### src/rtl/wb_la_bus_arbiter.sv
// -----------------------------------------------------------------------------
// wb_la_bus_arbiter
//
// Shares one register-target port between two requesters:
//   * the management-core Wishbone slave (wbs_*), decoded against a window
//     whose upper address bits must equal BASE_ADDR[31:ADDR_W+2];
//   * a firmware-driven Logic Analyzer command port (la_*), where a rising
//     edge of la_req_i posts one request.
// Only one transaction is in flight at a time. Ties are settled round-robin
// against the last requester that was served. A target that never answers is
// cut off after TIMEOUT grant cycles, and the requester receives TIMEOUT_DATA.
//
// Ports
//   wb_clk_i, wb_rst_ni          clock, asynchronous active-low reset
//   wbs_cyc/stb/we/sel/adr/dat_i Wishbone request (byte address)
//   wbs_ack_o, wbs_dat_o         one-cycle ack; read data, zero when not acking
//   la_req/we/adr/wdata_i        LA request (word address)
//   la_done_o, la_busy_o         one-cycle completion; pending-or-in-service
//   la_rdata_o                   last LA read result, held until next completion
//   t_req/we/sel/adr/wdata_o     target request and payload (registered)
//   t_ack_i, t_rdata_i           target single-cycle ack with read data
//   timeout_o                    one-cycle pulse when a grant timed out
//
// Handshake: t_req_o is a level "valid" that stays high, with t_we/sel/adr/
// wdata held constant, until the cycle the target raises t_ack_i (its "ready",
// which also qualifies t_rdata_i); the transfer completes on that edge and
// t_req_o drops on the next cycle. wbs_ack_o and la_done_o are the matching
// completions toward the requesters and are high for exactly one cycle.
// -----------------------------------------------------------------------------
module wb_la_bus_arbiter #(
  parameter int          ADDR_W       = 8,
  parameter logic [31:0] BASE_ADDR    = 32'h3000_0000,
  parameter int          TIMEOUT      = 255,
  parameter logic [31:0] TIMEOUT_DATA = 32'hDEAD_BEEF
) (
  input  logic              wb_clk_i,
  input  logic              wb_rst_ni,
  // Wishbone slave
  input  logic              wbs_cyc_i,
  input  logic              wbs_stb_i,
  input  logic              wbs_we_i,
  input  logic [3:0]        wbs_sel_i,
  input  logic [31:0]       wbs_adr_i,
  input  logic [31:0]       wbs_dat_i,
  output logic              wbs_ack_o,
  output logic [31:0]       wbs_dat_o,
  // Logic Analyzer command port
  input  logic              la_req_i,
  input  logic              la_we_i,
  input  logic [ADDR_W-1:0] la_adr_i,
  input  logic [31:0]       la_wdata_i,
  output logic              la_done_o,
  output logic              la_busy_o,
  output logic [31:0]       la_rdata_o,
  // Register target
  output logic              t_req_o,
  output logic              t_we_o,
  output logic [3:0]        t_sel_o,
  output logic [ADDR_W-1:0] t_adr_o,
  output logic [31:0]       t_wdata_o,
  input  logic              t_ack_i,
  input  logic [31:0]       t_rdata_i,
  output logic              timeout_o
);

  typedef enum logic [1:0] {
    S_IDLE     = 2'd0,
    S_GRANT_WB = 2'd1,
    S_GRANT_LA = 2'd2,
    S_RESP     = 2'd3
  } state_e;

  // Grant-cycle counter value on the last permitted grant cycle.
  localparam logic [15:0] TO_LAST = 16'(TIMEOUT - 1);

  state_e              state_q, state_d;
  logic                owner_la_q, owner_la_d;   // owner of current/last grant
  logic                last_la_q, last_la_d;     // last requester served
  logic                la_req_q;                 // la_req_i delayed for edge detect
  logic                la_pend_q, la_pend_d;
  logic                t_req_q, t_req_d;
  logic                t_we_q, t_we_d;
  logic [3:0]          t_sel_q, t_sel_d;
  logic [ADDR_W-1:0]   t_adr_q, t_adr_d;
  logic [31:0]         t_wdata_q, t_wdata_d;
  logic [15:0]         cnt_q, cnt_d;
  logic [31:0]         rdata_q, rdata_d;
  logic [31:0]         la_rdata_q, la_rdata_d;
  logic                timeout_q, timeout_d;

  logic                wb_req;
  logic                la_edge;
  logic                grant_wb;
  logic                grant_la;
  logic [31:0]         cap_data;
  logic [1:0]          unused_adr;

  // Byte-lane bits of the Wishbone address do not take part in decoding.
  assign unused_adr = wbs_adr_i[1:0];

  assign wb_req  = wbs_cyc_i & wbs_stb_i &
                   (wbs_adr_i[31:ADDR_W+2] == BASE_ADDR[31:ADDR_W+2]);
  assign la_edge = la_req_i & ~la_req_q;

  // Tie-break: the requester that was not served last wins. Reset leaves
  // last_la_q set so Wishbone wins the first tie.
  assign grant_wb = wb_req & (~la_pend_q | last_la_q);
  assign grant_la = la_pend_q & (~wb_req | ~last_la_q);

  always_ff @(posedge wb_clk_i or negedge wb_rst_ni) begin
    if (!wb_rst_ni) begin
      state_q    <= S_IDLE;
      owner_la_q <= 1'b0;
      last_la_q  <= 1'b1;
      la_req_q   <= 1'b0;
      la_pend_q  <= 1'b0;
      t_req_q    <= 1'b0;
      t_we_q     <= 1'b0;
      t_sel_q    <= 4'h0;
      t_adr_q    <= '0;
      t_wdata_q  <= 32'h0;
      cnt_q      <= 16'h0;
      rdata_q    <= 32'h0;
      la_rdata_q <= 32'h0;
      timeout_q  <= 1'b0;
    end else begin
      state_q    <= state_d;
      owner_la_q <= owner_la_d;
      last_la_q  <= last_la_d;
      la_req_q   <= la_req_i;
      la_pend_q  <= la_pend_d;
      t_req_q    <= t_req_d;
      t_we_q     <= t_we_d;
      t_sel_q    <= t_sel_d;
      t_adr_q    <= t_adr_d;
      t_wdata_q  <= t_wdata_d;
      cnt_q      <= cnt_d;
      rdata_q    <= rdata_d;
      la_rdata_q <= la_rdata_d;
      timeout_q  <= timeout_d;
    end
  end

  always_comb begin
    state_d    = state_q;
    owner_la_d = owner_la_q;
    last_la_d  = last_la_q;
    la_pend_d  = la_pend_q;
    t_req_d    = t_req_q;
    t_we_d     = t_we_q;
    t_sel_d    = t_sel_q;
    t_adr_d    = t_adr_q;
    t_wdata_d  = t_wdata_q;
    cnt_d      = cnt_q;
    rdata_d    = rdata_q;
    la_rdata_d = la_rdata_q;
    timeout_d  = 1'b0;
    cap_data   = t_rdata_i;

    // A new LA edge only counts when nothing of the LA port is outstanding
    // or being served; otherwise it is dropped.
    if (la_edge && !la_pend_q && (state_q != S_GRANT_LA)) begin
      la_pend_d = 1'b1;
    end

    case (state_q)
      S_IDLE: begin
        if (grant_wb) begin
          state_d    = S_GRANT_WB;
          owner_la_d = 1'b0;
          t_req_d    = 1'b1;
          t_we_d     = wbs_we_i;
          t_sel_d    = wbs_sel_i;
          t_adr_d    = wbs_adr_i[ADDR_W+1:2];
          t_wdata_d  = wbs_dat_i;
          cnt_d      = 16'h0;
        end else if (grant_la) begin
          state_d    = S_GRANT_LA;
          owner_la_d = 1'b1;
          la_pend_d  = 1'b0;
          t_req_d    = 1'b1;
          t_we_d     = la_we_i;
          t_sel_d    = 4'hF;
          t_adr_d    = la_adr_i;
          t_wdata_d  = la_wdata_i;
          cnt_d      = 16'h0;
        end
      end

      S_GRANT_WB,
      S_GRANT_LA: begin
        // An ack on the last permitted cycle beats the timeout.
        if (t_ack_i || (cnt_q == TO_LAST)) begin
          if (!t_ack_i) begin
            cap_data  = TIMEOUT_DATA;
            timeout_d = 1'b1;
          end
          rdata_d = cap_data;
          if (owner_la_q) begin
            la_rdata_d = cap_data;
          end
          t_req_d = 1'b0;
          state_d = S_RESP;
        end else begin
          cnt_d = cnt_q + 16'd1;
        end
      end

      S_RESP: begin
        last_la_d = owner_la_q;
        state_d   = S_IDLE;
      end

      default: begin
        state_d = S_IDLE;
        t_req_d = 1'b0;
      end
    endcase
  end

  assign wbs_ack_o  = (state_q == S_RESP) & ~owner_la_q;
  assign wbs_dat_o  = wbs_ack_o ? rdata_q : 32'h0;
  assign la_done_o  = (state_q == S_RESP) & owner_la_q;
  assign la_busy_o  = la_pend_q | (owner_la_q & (state_q != S_IDLE));
  assign la_rdata_o = la_rdata_q;
  assign t_req_o    = t_req_q;
  assign t_we_o     = t_we_q;
  assign t_sel_o    = t_sel_q;
  assign t_adr_o    = t_adr_q;
  assign t_wdata_o  = t_wdata_q;
  assign timeout_o  = timeout_q;

endmodule

### config.mk
export PLATFORM = sky130hd
export DESIGN_NAME = wb_la_bus_arbiter
export DESIGN_NICKNAME = d
export VERILOG_FILES = /design/src/rtl/wb_la_bus_arbiter.sv
export SDC_FILE = /design/constraint.sdc
export NUM_CORES = 1
export LEC_CHECK = 0
export CORE_ASPECT_RATIO = 2
export CORE_MARGIN = 4
export CORE_UTILIZATION = 30
export CTS_CLUSTER_SIZE = 10
export DETAILED_ROUTE_END_ITERATION = 10
export DONT_BUFFER_PORTS = 1
export GPL_TIMING_DRIVEN = 0
export PLACE_DENSITY = 0.49
export SYNTH_ARGS = -nofsm -noshare
export SYNTH_HDL_FRONTEND = slang
export SYNTH_SLANG_ARGS = --single-unit
### constraint.sdc
create_clock -name wb_clk_i -period 5.05 [get_ports wb_clk_i]
set_input_delay 1.01 -clock wb_clk_i [delete_from_list [all_inputs] [get_ports wb_clk_i]]
set_output_delay 1.01 -clock wb_clk_i [all_outputs]
set_load 0.1 [all_outputs]
Word level (Yosys, flattened, before mapping). Index checks and enable logic that the tools add are counted.

Bitwise gates (word level): 16. Equal/unequal tests: 9. Reductions and logical operators: 15. Add/sub/neg operators: 1. Multiplexer cells: 30.

Operators by type and width (count): 32-bit 2-to-1 mux (4); 16-bit 2-to-1 mux (3); 16-bit case mux with 2 select lines (1); 22-bit by 20-bit == test with 1-bit output (second input constant) (1); 16-bit by 1-bit adder with 16-bit output (second input constant) (1); 16-bit by 8-bit == test with 1-bit output (second input constant) (1); 8-bit 2-to-1 mux (2); 1-bit 2-to-1 mux (13); 3-bit AND reduction (3); 1-bit bitwise AND (8); 4-bit 2-to-1 mux (2); 2-bit 2-to-1 mux (3); 2-bit inequality test (second input constant) (3); 2-bit case mux with 3 select lines (1); 2-bit AND reduction (3); 2-bit nonzero test (3); 1-bit inverter (5); 2-bit == test (second input constant) (2); 3-bit inequality test (second input constant) (1); 1-bit OR (3); 2-bit by 1-bit == test with 1-bit output (second input constant) (1); 1-bit logical AND (2); 2-bit zero test (1); 1-bit case mux with 2 select lines (1); 3 further kinds (3).

Input port bits: 148. Word-level logic and storage cells: 85. Register bits: 133. Output and inout bits: 114.

Longest topological paths before layout.
Word-level depth: 8. Gate-level depth with buffers: 11. Depth with buffers taken out: 7.

Worst setup path before layout. Ideal clock, no wire load.

Path type: reg2out. Start: register state_q[1]. End: output port wbs_dat_o[22]. Slack: 1.390 ns. Stages on the path, launching flop included: 5. Path buffers: 1. Data arrival time: 2.650 ns. Required time: 4.040 ns. Cells stage by stage: dfrtp_1 ha_1 nor2b_1 clkbuf_1 and2_1.

Longest elaborated chain between the ends: 3.

RTL lines: start, declared (RTL line 76) `state_e state_q, state_d;`; start signal, assigned (RTL line 127) `state_q <= state_d;`; 2-bit == test (RTL line 221) `assign wbs_ack_o = (state_q == S_RESP) & ~owner_la_q;`; 1-bit bitwise AND (RTL line 221); named net wbs_ack_o (RTL line 45) `output logic wbs_ack_o,`; 32-bit 2-to-1 mux (RTL line 222) `assign wbs_dat_o = wbs_ack_o ? rdata_q : 32'h0;`; end, declared (RTL line 46) `output logic [31:0] wbs_dat_o,`.

The timed path passes the listed nets, and every way through them passes these cells.

Final worst setup path.
Start: register owner_la_q. End: output port wbs_dat_o[25].

Longest elaborated chain between the ends: 3.

RTL lines: start, declared (RTL line 77) `logic owner_la_q, owner_la_d;`; start signal, assigned (RTL line 128) `owner_la_q <= owner_la_d;`; 1-bit inverter (RTL line 221); 1-bit bitwise AND (RTL line 221); named net wbs_ack_o (RTL line 45); 32-bit 2-to-1 mux (RTL line 222).

The timed path passes the listed nets, and every way through them passes these cells.

==> key figures <==
Outcome
  – Run status: complete, no violations

Timing
  – Final Critical Period: 4.04 ns
  – Final period utilization: 0.800
  – Clk_skew: 0.00806 ns
  – RSZ-0062 raised after global routing: no
  – Final setup viols: 0
  – Fmax: 0.247 GHz
  – Max-slew headroom: 0.325
  – Fin Setup TNS: 0 ns
  – Final hold vios: 0
  – Slew Limit Fails: 0
  – Slew at the pin closest to its max-slew limit: 1.02 ns

Detailed routing
  – Routed wire length: around 21 mm
  – Via/cell ratio: between 5 and 6
  – Drt drc: 0
  – Via count: 5,124
  – Routed len/inst: 21.8 µm
  – Post-route ant nets: 0
  – TritonRoute pass-1 iters: 4
  – Initial detailed-routing violation count: 251

Place
  – Placed instance count: between 900 and 1,000
  – Placer Congestion: 0.896
  – DP HPWL: 15.8 mm
  – PortBufs: 0

Floorplan
  – Area of the core: 0.0211 mm²
  – DIE WIDTH: 112 µm
  – Die Span Y: 216 µm
  – Io pins: between 200 and 300
  – Die Area: about 0.024 mm²
  – Starting Density: 0.306
  – # rows: 75

CTS
  – H-tree depth: 4
  – Clk slew on worst S/H paths: 0.06 ns
  – CTS tree: done
  – Worst-skew pair later-pin latency: about 0.41 ns
  – Clock root buffer: clkbuf_16
  – CTS buffer count: 17
  – Hold bufs inserted after CTS: 0
  – Clock Path Buffers: 2
  – Post-CTS Resized: 0
  – Setup Buffers After CTS: 0
  – CTS sink count: about 130

Global routing
  – First-pass GRT wire length: 31.4 mm
  – Initial antenna violation count: 2
  – Total gr overflow: 0
  – Overall routing resource usage: 0.166
  – Vias in the first global route: around 5,600
  – Largest net degree at the start of global routing: about 130

Finish
  – Most frequent cells in the layout: 132 x dfrtp_1, 65 x o21ai_0, 60 x a21oi_1
  – Register Area: 0.00333 mm²
  – Utilization after layout: 0.350
  – Area Growth Syn to Fin: 14.3%
  – Commonest non-fill, non-tap cell in the layout: dfrtp_1
  – Final net count: 814
  – Area of the multi-input gates: 0.00268 mm²
  – Share of layout cells above drive strength 1: 0.103
  – # fillers: 2,149
  – Finished Layout Cells: around 940

Flow run
  – Max Cap Violations: 0

Yosys
  – Simple-gate share of the synthesized area: 0.135
  – Seq cells post-synth: 133
  – Synth Area in Compound Gates: 0.191
  – Post-synthesis cell type count: 53
  – Seq/Total Area, Yosys: 0.515
  – Largest family of logic cells by synthesized area: compound AO/OA/AOI/OAI gates
  – EDFF count, synth: 0
  – Ys Warns: 0
  – Mapped Cells: 641
  – Main synth FF type: dfrtp_1
  – XOR/XNOR Fraction of Synth Area: 0
  – Post-Synthesis Cell Area: 0.00647 mm²
  – Synth Area in Adders: 0.0116
  – Syn avg cell area: 10.1 µm²
  – Net Count, Synth: 795
  – Mux contribution to synthesized area: 0.0762
  – Post-synth ARST share: 1.00

Setup path
  – R2R Path Start: state_q[1]$_DFFE_PN0P_
  – CP startpoint kind: flop
  – Crit path arrival time: 3.03 ns
  – Critical path class: flop to output port
  – CP max FO: 10
  – Crit path from: owner_la_q$_DFFE_PN0P_
  – CP endpoint kind: output port
  – Required time of the critical path: 4.04 ns

Hold path
  – Worst Hold Class: primary input to asynchronous set/reset pin
[metrics by stage]
stage          cell area, µm²  setup slack, ns  hold WS, ns
4_1_cts                  7390            0.988        0.263
5_1_grt                  7390            0.843        0.266
6_report                 7390             1.01        0.293
3_3_place_gp             6810            0.887        0.479
2_1_floorplan            6470             1.39        0.458
3_5_place_dp             6810             1.44        0.487
[flip-flops by register name, indices dropped and copies added, names as in the netlist, 2 cells and up]
signal,count
t_adr_o,8
state_q,2
rdata_q,32
t_wdata_o,32
la_rdata_o,32
t_sel_o,4
cnt_q,16
[critical path, stage by stage (launching register included)]
cell,delay (ns)
dfrtp_1,0.37
clkbuf_1,0.28
nor2b_1,0.41
clkbuf_2,0.65
and2_1,0.91
[area by class of cell]
| cell class | instances | area share |
|---|---|---|
| antenna | 2 | 0.000677 |
| buffer | 55 | 0.0433 |
| clock buffer | 18 | 0.0581 |
| clock inverter | 14 | 0.0205 |
| inverter | 37 | 0.0188 |
| multi-input combinational | 416 | 0.363 |
| sequential | 133 | 0.450 |
| tap | 269 | 0.0455 |
[per-layer routing]
metal,wire length (µm),global-route usage,part of all wire
met3,1620,0.0490,0.079
met2,11500,0.317,0.56
met5,0,0,0
met4,708,0.0877,0.034
met1,6740,0.155,0.33
[path summary, 6_finish.rpt]
kind | depth (start not counted) | endpoint | slack (ns)
max in group asynchronous | 0 | last_la_q$_DFFE_PN1N_ | 4.49
min in group wb_clk_i | 1 | rdata_q[4]$_DFFE_PN0P_ | 0.50
hold / removal | 0 | rdata_q[6]$_DFFE_PN0P_ | 0.29
setup reg to reg | 9 | cnt_q[5]$_DFFE_PN0P_ | 2.51
hold reg to reg | 1 | rdata_q[4]$_DFFE_PN0P_ | 0.50
setup / recovery | 4 | wbs_dat_o[25] | 1.01
[logic make-up after synthesis]
kind of cell,Yosys count
DFF,133
muxes,49
and+or+nand+nor,141
adders and majority gates,6
buffers and inverters,92
AOI/OAI and AO/OA,220
[synthesized netlist by cell type (9+ instances only)]
cell type	instances	share of area
a21oi_1	60	0.046
a31oi_1	25	0.024
and2_1	36	0.035
clkbuf_1	33	0.019
dfrtp_1	132	0.51
inv_1	37	0.021
mux2i_1	47	0.073
nand4_1	14	0.014
nor2_1	26	0.015
nor4_1	11	0.011
o21ai_0	65	0.050
o21ai_1	37	0.029
o31ai_1	9	0.010
Power is not shown: default switching activity piles up to over one toggle a cycle in this logic, so the estimate is an artifact.
